$ cat config.mk
export PLATFORM = sky130hd
export DESIGN_NAME = axi_lite_master
export DESIGN_NICKNAME = d
export VERILOG_FILES = /design/src/rtl/axi_lite_pkg.sv /design/src/rtl/axi_lite_master.sv
export SDC_FILE = /design/constraint.sdc
export NUM_CORES = 1
export LEC_CHECK = 0
export BUFFER_PORTS_ARGS = -buffer_cell sky130_fd_sc_hd__buf_2
export CORE_MARGIN = 10
export CORE_UTILIZATION = 30
export DETAILED_ROUTE_END_ITERATION = 6
export GPL_TIMING_DRIVEN = 0
export PLACE_DENSITY = 0.57
export SLEW_MARGIN = 20
export SYNTH_ARGS = -nofsm -noshare
export SYNTH_HDL_FRONTEND = slang
export SYNTH_SLANG_ARGS = --single-unit
$ cat constraint.sdc
create_clock -name clk -period 3.67 [get_ports clk]
set_clock_uncertainty 0.2 [all_clocks]
set_input_delay 0.5505 -clock clk [delete_from_list [all_inputs] [get_ports clk]]
set_output_delay 0.5505 -clock clk [all_outputs]
set_load 0.02 [all_outputs]
$ cat src/rtl/axi_lite_pkg.sv
// rtl/axi_lite_pkg.sv - shared AXI-Lite response codes, master state enum and command/response types
package axi_lite_pkg;

    localparam logic [1:0] RESP_OKAY   = 2'b00;
    localparam logic [1:0] RESP_EXOKAY = 2'b01;
    localparam logic [1:0] RESP_SLVERR = 2'b10;
    localparam logic [1:0] RESP_DECERR = 2'b11;

    localparam int AXIL_ADDR_WIDTH = 4;
    localparam int AXIL_DATA_WIDTH = 32;
    localparam int AXIL_STRB_WIDTH = AXIL_DATA_WIDTH / 8;

    typedef enum logic [2:0] {
        ST_IDLE    = 3'd0,
        ST_WR_REQ  = 3'd1,
        ST_WR_RESP = 3'd2,
        ST_RD_REQ  = 3'd3,
        ST_RD_DATA = 3'd4,
        ST_RSP     = 3'd5
    } axi_lite_mst_state_e;

    typedef struct packed {
        logic                       write;
        logic [AXIL_ADDR_WIDTH-1:0] addr;
        logic [AXIL_DATA_WIDTH-1:0] wdata;
        logic [AXIL_STRB_WIDTH-1:0] wstrb;
    } axil_cmd_t;

    typedef struct packed {
        logic                       write;
        logic [AXIL_DATA_WIDTH-1:0] rdata;
        logic [1:0]                 resp;
    } axil_rsp_t;

    // Anything other than OKAY counts as an error response.
    function automatic logic resp_is_err(input logic [1:0] resp);
        return resp != RESP_OKAY;
    endfunction

endpackage

$ cat src/rtl/axi_lite_master.sv
// rtl/axi_lite_master.sv - single-outstanding AXI-Lite master bridge from a cmd/rsp port
module axi_lite_master
    import axi_lite_pkg::*;
#(
    parameter int ADDR_WIDTH    = 4,
    parameter int DATA_WIDTH    = 32,
    parameter int ERR_CNT_WIDTH = 8
) (
    input  logic                     clk,
    input  logic                     rst_n,
    input  logic                     cmd_valid,
    output logic                     cmd_ready,
    input  logic                     cmd_write,
    input  logic [ADDR_WIDTH-1:0]    cmd_addr,
    input  logic [DATA_WIDTH-1:0]    cmd_wdata,
    input  logic [DATA_WIDTH/8-1:0]  cmd_wstrb,
    output logic                     rsp_valid,
    input  logic                     rsp_ready,
    output logic                     rsp_write,
    output logic [DATA_WIDTH-1:0]    rsp_rdata,
    output logic [1:0]               rsp_resp,
    output logic [ERR_CNT_WIDTH-1:0] err_count,
    output logic [ADDR_WIDTH-1:0]    m_axi_awaddr,
    output logic                     m_axi_awvalid,
    input  logic                     m_axi_awready,
    output logic [DATA_WIDTH-1:0]    m_axi_wdata,
    output logic [DATA_WIDTH/8-1:0]  m_axi_wstrb,
    output logic                     m_axi_wvalid,
    input  logic                     m_axi_wready,
    input  logic [1:0]               m_axi_bresp,
    input  logic                     m_axi_bvalid,
    output logic                     m_axi_bready,
    output logic [ADDR_WIDTH-1:0]    m_axi_araddr,
    output logic                     m_axi_arvalid,
    input  logic                     m_axi_arready,
    input  logic [DATA_WIDTH-1:0]    m_axi_rdata,
    input  logic [1:0]               m_axi_rresp,
    input  logic                     m_axi_rvalid,
    output logic                     m_axi_rready
);

    localparam int STRB_WIDTH = DATA_WIDTH / 8;

    axi_lite_mst_state_e state_q, state_d;

    logic                     awvalid_q, awvalid_d;
    logic                     wvalid_q, wvalid_d;
    logic                     arvalid_q, arvalid_d;
    logic                     bready_q, bready_d;
    logic                     rready_q, rready_d;
    logic                     aw_done_q, aw_done_d;
    logic                     w_done_q, w_done_d;
    logic [ADDR_WIDTH-1:0]    addr_q, addr_d;
    logic [DATA_WIDTH-1:0]    wdata_q, wdata_d;
    logic [STRB_WIDTH-1:0]    wstrb_q, wstrb_d;
    logic                     rsp_write_q, rsp_write_d;
    logic [DATA_WIDTH-1:0]    rsp_rdata_q, rsp_rdata_d;
    logic [1:0]               rsp_resp_q, rsp_resp_d;
    logic [ERR_CNT_WIDTH-1:0] err_q, err_d;

    logic       capture;
    logic [1:0] capture_resp;
    logic       aw_fin;
    logic       w_fin;

    // State and every AXI-facing output live in flops; nothing below reaches an output combinationally from a ready.
    always_ff @(posedge clk or negedge rst_n) begin
        if (!rst_n) begin
            state_q     <= ST_IDLE;
            awvalid_q   <= 1'b0;
            wvalid_q    <= 1'b0;
            arvalid_q   <= 1'b0;
            bready_q    <= 1'b0;
            rready_q    <= 1'b0;
            aw_done_q   <= 1'b0;
            w_done_q    <= 1'b0;
            addr_q      <= '0;
            wdata_q     <= '0;
            wstrb_q     <= '0;
            rsp_write_q <= 1'b0;
            rsp_rdata_q <= '0;
            rsp_resp_q  <= 2'b00;
            err_q       <= '0;
        end else begin
            state_q     <= state_d;
            awvalid_q   <= awvalid_d;
            wvalid_q    <= wvalid_d;
            arvalid_q   <= arvalid_d;
            bready_q    <= bready_d;
            rready_q    <= rready_d;
            aw_done_q   <= aw_done_d;
            w_done_q    <= w_done_d;
            addr_q      <= addr_d;
            wdata_q     <= wdata_d;
            wstrb_q     <= wstrb_d;
            rsp_write_q <= rsp_write_d;
            rsp_rdata_q <= rsp_rdata_d;
            rsp_resp_q  <= rsp_resp_d;
            err_q       <= err_d;
        end
    end

    // Next-state and next-register logic; AW and W retire independently and B is only taken once both have.
    always_comb begin
        state_d      = state_q;
        awvalid_d    = awvalid_q;
        wvalid_d     = wvalid_q;
        arvalid_d    = arvalid_q;
        bready_d     = bready_q;
        rready_d     = rready_q;
        aw_done_d    = aw_done_q;
        w_done_d     = w_done_q;
        addr_d       = addr_q;
        wdata_d      = wdata_q;
        wstrb_d      = wstrb_q;
        rsp_write_d  = rsp_write_q;
        rsp_rdata_d  = rsp_rdata_q;
        rsp_resp_d   = rsp_resp_q;
        capture      = 1'b0;
        capture_resp = RESP_OKAY;
        aw_fin       = aw_done_q || (awvalid_q && m_axi_awready);
        w_fin        = w_done_q || (wvalid_q && m_axi_wready);

        case (state_q)
            ST_IDLE: begin
                if (cmd_valid) begin
                    addr_d  = cmd_addr;
                    wdata_d = cmd_wdata;
                    wstrb_d = cmd_wstrb;
                    if (cmd_write) begin
                        awvalid_d = 1'b1;
                        wvalid_d  = 1'b1;
                        aw_done_d = 1'b0;
                        w_done_d  = 1'b0;
                        state_d   = ST_WR_REQ;
                    end else begin
                        arvalid_d = 1'b1;
                        state_d   = ST_RD_REQ;
                    end
                end
            end
            ST_WR_REQ: begin
                if (awvalid_q && m_axi_awready) begin
                    awvalid_d = 1'b0;
                    aw_done_d = 1'b1;
                end
                if (wvalid_q && m_axi_wready) begin
                    wvalid_d = 1'b0;
                    w_done_d = 1'b1;
                end
                if (aw_fin && w_fin) begin
                    bready_d = 1'b1;
                    state_d  = ST_WR_RESP;
                end
            end
            ST_WR_RESP: begin
                if (m_axi_bvalid && bready_q) begin
                    rsp_write_d  = 1'b1;
                    rsp_rdata_d  = '0;
                    rsp_resp_d   = m_axi_bresp;
                    capture      = 1'b1;
                    capture_resp = m_axi_bresp;
                    bready_d     = 1'b0;
                    state_d      = ST_RSP;
                end
            end
            ST_RD_REQ: begin
                if (m_axi_arready) begin
                    arvalid_d = 1'b0;
                    rready_d  = 1'b1;
                    state_d   = ST_RD_DATA;
                end
            end
            ST_RD_DATA: begin
                if (m_axi_rvalid && rready_q) begin
                    rsp_write_d  = 1'b0;
                    rsp_rdata_d  = m_axi_rdata;
                    rsp_resp_d   = m_axi_rresp;
                    capture      = 1'b1;
                    capture_resp = m_axi_rresp;
                    rready_d     = 1'b0;
                    state_d      = ST_RSP;
                end
            end
            ST_RSP: begin
                if (rsp_ready) begin
                    state_d = ST_IDLE;
                end
            end
            default: begin
                state_d = ST_IDLE;
            end
        endcase
    end

    // Saturating error counter, stepped on every captured non-OKAY response.
    always_comb begin
        err_d = err_q;
        if (capture && resp_is_err(capture_resp) && (err_q != '1)) begin
            err_d = err_q + ERR_CNT_WIDTH'(1);
        end
    end

    assign cmd_ready     = (state_q == ST_IDLE);
    assign rsp_valid     = (state_q == ST_RSP);
    assign rsp_write     = rsp_write_q;
    assign rsp_rdata     = rsp_rdata_q;
    assign rsp_resp      = rsp_resp_q;
    assign err_count     = err_q;
    assign m_axi_awaddr  = addr_q;
    assign m_axi_awvalid = awvalid_q;
    assign m_axi_wdata   = wdata_q;
    assign m_axi_wstrb   = wstrb_q;
    assign m_axi_wvalid  = wvalid_q;
    assign m_axi_bready  = bready_q;
    assign m_axi_araddr  = addr_q;
    assign m_axi_arvalid = arvalid_q;
    assign m_axi_rready  = rready_q;

endmodule

# Word level (Yosys, flattened, before mapping)
# Index checks and enable logic that the tools add are counted.
# totals
mem_bits_rw,0
memories,0
romBits,0
latch_bits,0
inputBits,86
out_inout_bits,94
reg_bits,93
# op_classes
shifts,0
n_reduce_logical,24
add_sub_neg,1
div,0
order_cmp,0
n_bitwise,0
n_eq_ne,16
mul,0
mux,44
# ops
op,n
32-bit 2-to-1 mux,2
32-bit one-hot mux with 2 select lines,1
1-bit 2-to-1 mux,18
3-bit 2-to-1 mux,6
1-bit one-hot mux with 2 select lines,9
3-bit one-hot mux with 6 select lines,1
"2-bit != test, second input constant",8
4-bit AND reduction,3
2-bit nonzero test,6
2-bit 2-to-1 mux,5
3-bit AND reduction,3
"8-bit by 1-bit adder with 8-bit output, second input constant",1
"8-bit != test, second input constant",1
2-bit one-hot mux with 2 select lines,2
1-bit logical AND,7
"3-bit by 2-bit == test with 1-bit output, second input constant",2
"3-bit == test, second input constant",2
6-bit AND reduction,1
"2-bit by 1-bit != test with 1-bit output, second input constant",2
"3-bit by 1-bit == test with 1-bit output, second input constant",1
3-bit zero test,1
1-bit logical OR,2
2-bit AND reduction,1

# Depth between registers and ports, before layout
# logic_depth
ltp_word,6
mapped_depth,8
mapped_depth_nobuf,5

# Least setup slack after synthesis
# Ideal clock, no wire load.
# synth_timing
kind,register -> output
start,register state_q[0]
end,output port cmd_ready
path_slack_ps,1612
arrival_time_ps,1308
stages_incl_launch_ff,4
t_required_ps,2919
cell_sequence,dfrtp_1 buf_1 buf_1 nor3_1
# synth_via
elab_chain_cells,1
# synth_rtl
item,line_no,text
from (decl),axi_lite_master.sv:44,"axi_lite_mst_state_e state_q, state_d;"
from (signal assigned),axi_lite_master.sv:85,state_q <= state_d;
3-bit zero test,axi_lite_master.sv:204,assign cmd_ready = (state_q == ST_IDLE);
to (decl),axi_lite_master.sv:12,"output logic cmd_ready,"
# No other way between the ends.

# Final worst setup path
# Ends and elaborated chain as after synthesis.

==> results.json <==
{
  "p_comb_frac": 0.394,
  "ant_nets": 0,
  "dieHeight_um": 132,
  "setup_viol": 0,
  "rsz0062_at_grt": "no",
  "status": "finished, final reports clean",
  "clock_latency_ps": 330,
  "netlist_top_cells_count": "dfrtp_1 (93), mux2_2 (40), a22o_1 (32)",
  "dpl.hpwl_um": 8520,
  "clk_pin_slew_ps": 70,
  "pwr-share-seq": 0.369,
  "via_count": 2961,
  "crit_arrival_ps": 1750,
  "grt_first_pass_wirelength_um": 17100,
  "slowest_delay_ps": 390,
  "hold_path_depth": 2,
  "fmax_mhz": 400,
  "hold_end": "rsp_rdata[18]",
  "nNetsFinal": 557,
  "gp_congestion": 0.821,
  "path_class": "flip-flop to output port",
  "worst_ep_required_time_ps": 2920,
  "hold_path.class": "input port to flip-flop",
  "hold_viol_final": 0,
  "seq_area_frac_synth": 0.615,
  "synth-async-reset-ratio": 1.00,
  "firstDrtPassIters": 4,
  "yosysUniqueCellTypes": 44,
  "place_ws_ps": 1240,
  "synth_edf_count": 0,
  "synth.cell_area_mm2": 0.00378,
  "synth_top_area_share": 0.615,
  "die_w_um": 132,
  "p_sw_frac": 0.364,
  "cts_resized": 0,
  "fin_crit_ps": 2500,
  "crit_top_cell": "buf_1",
  "cp_top_family": "buffers and inverters",
  "hp-start": "m_axi_rdata[18]",
  "syn_avg_cell_area_um2": 13.6,
  "p_sw_mw": 1.54,
  "clk_path_buf_depth": 2,
  "drc": 0,
  "tns_ps": 0,
  "cp-startpoint": "state_q[0]",
  "slew_headroom": 0.620,
  "ys_seq_elements": 93,
  "worst_pin_slew_ps": 568,
  "rows": 40,
  "reg2reg_depth": 6,
  "track_usage": 0.121,
  "rr_startpoint": "state_q[1]",
  "drt_wl_total_um": 10900,
  "final_area_mm2": 0.00526,
  "drv_slew": 0,
  "synth.most_common_cell": "dfrtp_1",
  "start_util": 0.311,
  "io-pin-count": 180,
  "cts-root-buf": "clkbuf_16",
  "drive_gt1_frac": 0.549,
  "yosysWarnings": 0,
  "cap_viol_max_count": 0,
  "period_share": 0.681,
  "end_kind": "output port",
  "cp_max_fo": 10,
  "critPathBufInv": 3,
  "cts_made_buffers": 9,
  "overflow": 0,
  "synth_area_leader_cell": "dfrtp_1",
  "power_leakage_nw": 2.72,
  "antenna_found_initial": 0,
  "cp_slowest_cell": "dfrtp_1",
  "dr.first_iter.drc_count": 137,
  "grt_pass1_vias": 3146,
  "start_kind": "flip-flop",
  "synth_flop_cell": "dfrtp_1",
  "power_frac_clock": 0.236,
  "setup_slack_ps": 1170,
  "clock_sinks": 93,
  "syn-num-nets": 365,
  "powerDensity_mw_per_mm2": 804,
  "via_per_inst": 4.60,
  "worst_hold_slack_ps": 233,
  "syn_to_final_growth_pct": 39.0,
  "crit_chain": "buf_1, buf_1, nor3_1, buf_2",
  "port_buffers": 179,
  "r2r_end": "m_axi_wdata[13]",
  "ir_drop_mv": 0.365,
  "htreeDepth": 3,
  "die_area_mm2": 0.0175,
  "antennaDiodeCount": 0,
  "netlist_instances": 278,
  "cts_tree": "built",
  "synth.area.top_cells": "dfrtp_1 (62%), mux2_2 (12%), a22o_1 (7.4%)",
  "reg2reg_slack_ps": 1240,
  "core_region_area_mm2": 0.0122,
  "p_int_mw": 2.69,
  "placed_area_mm2": 0.00492,
  "routedWlPerCell_um": 16.9,
  "grt_max_degree": 52
}
==> power by group through the flow <==
stage          registers, mW  clock network, mW  logic, mW
3_5_place_dp            1.58                  0       1.70
4_1_cts                 1.56               1.03       1.70
5_1_grt                 1.61               1.08       1.80
3_3_place_gp            1.56                  0       1.67
6_report                1.56              0.999       1.67
2_1_floorplan           1.97                  0      0.690
==> metrics by stage <==
step | utilization | cells | power, mW
global route | 0.432 | 643 | 4.49
CTS | 0.432 | 643 | 4.29
finish | 0.432 | 643 | 4.22
global placement | 0.402 | 625 | 3.24
detailed placement | 0.405 | 626 | 3.28
floorplan | - | 278 | 2.66
==> worst max path at each step <==
| stage | endpoint | cells after the start |
|---|---|---|
| final | cmd_ready | 4 |
| after global routing | cmd_ready | 4 |
| after CTS | cmd_ready | 4 |
| after detailed placement | m_axi_wdata[21] | 6 |
| after global placement | m_axi_araddr[0] | 1 |
| after floorplan | cmd_ready | 3 |
==> state kept, by name (all words and copies together), names as in the netlist, 2 cells and up <==
register and cells:
err_count 8, m_axi_araddr 4, m_axi_wdata 32, m_axi_wstrb 4
rsp_rdata 32, rsp_resp 2, state_q 3
==> cell usage in the layout (no fill, tap or decap), drive strengths merged, types with 2 or more instances in the layout <==
cell	n
buf	198
nand2	17
a21oi	9
inv	3
xnor2	6
nor2b	2
clkinv	3
nand4	3
and3	2
nor2	14
clkbuf	10
dfrtp	93
and2	2
nand3	4
o21ai	4
a22o	32
mux2	41
bufinv	2
o22ai	2
a31oi	9
==> cell families after synthesis <==
family,synth area share
xor+xnor,0.0139
flops,0.615
mux,0.126
compound gates,0.128
fa+ha+maj,0.00331
buf+inv,0.0380
simple gates,0.0758
==> final cells by class <==
| cell class | count | area [um2] |
|---|---|---|
| Buffer | 18 | 133 |
| Sequential cell | 93 | 2330 |
| Clock inverter | 6 | 86.3 |
| Fill cell | 1168 | 6900 |
| Tap cell | 168 | 210 |
| Clock buffer | 10 | 239 |
| Inverter | 3 | 11.3 |
| Timing Repair Buffer | 181 | 940 |
| Multi-Input combinational cell | 164 | 1310 |
==> routing by layer <==
metal / vias up / GRT usage / part of all wire
li1: 1395 / - / -
met4: 0 / 0.0483 / 0.014
met1: 1448 / 0.141 / 0.42
met3: 11 / 0.0469 / 0.077
met2: 107 / 0.196 / 0.49
met5: - / 0 / 0
==> what timing repair did <==
item	in CTS	in global routing
endpoints found under the hold margin	42	0
setup buffers	0	0
hold buffers	1	0
No activity file was read; power rests on OpenSTA's default activity.
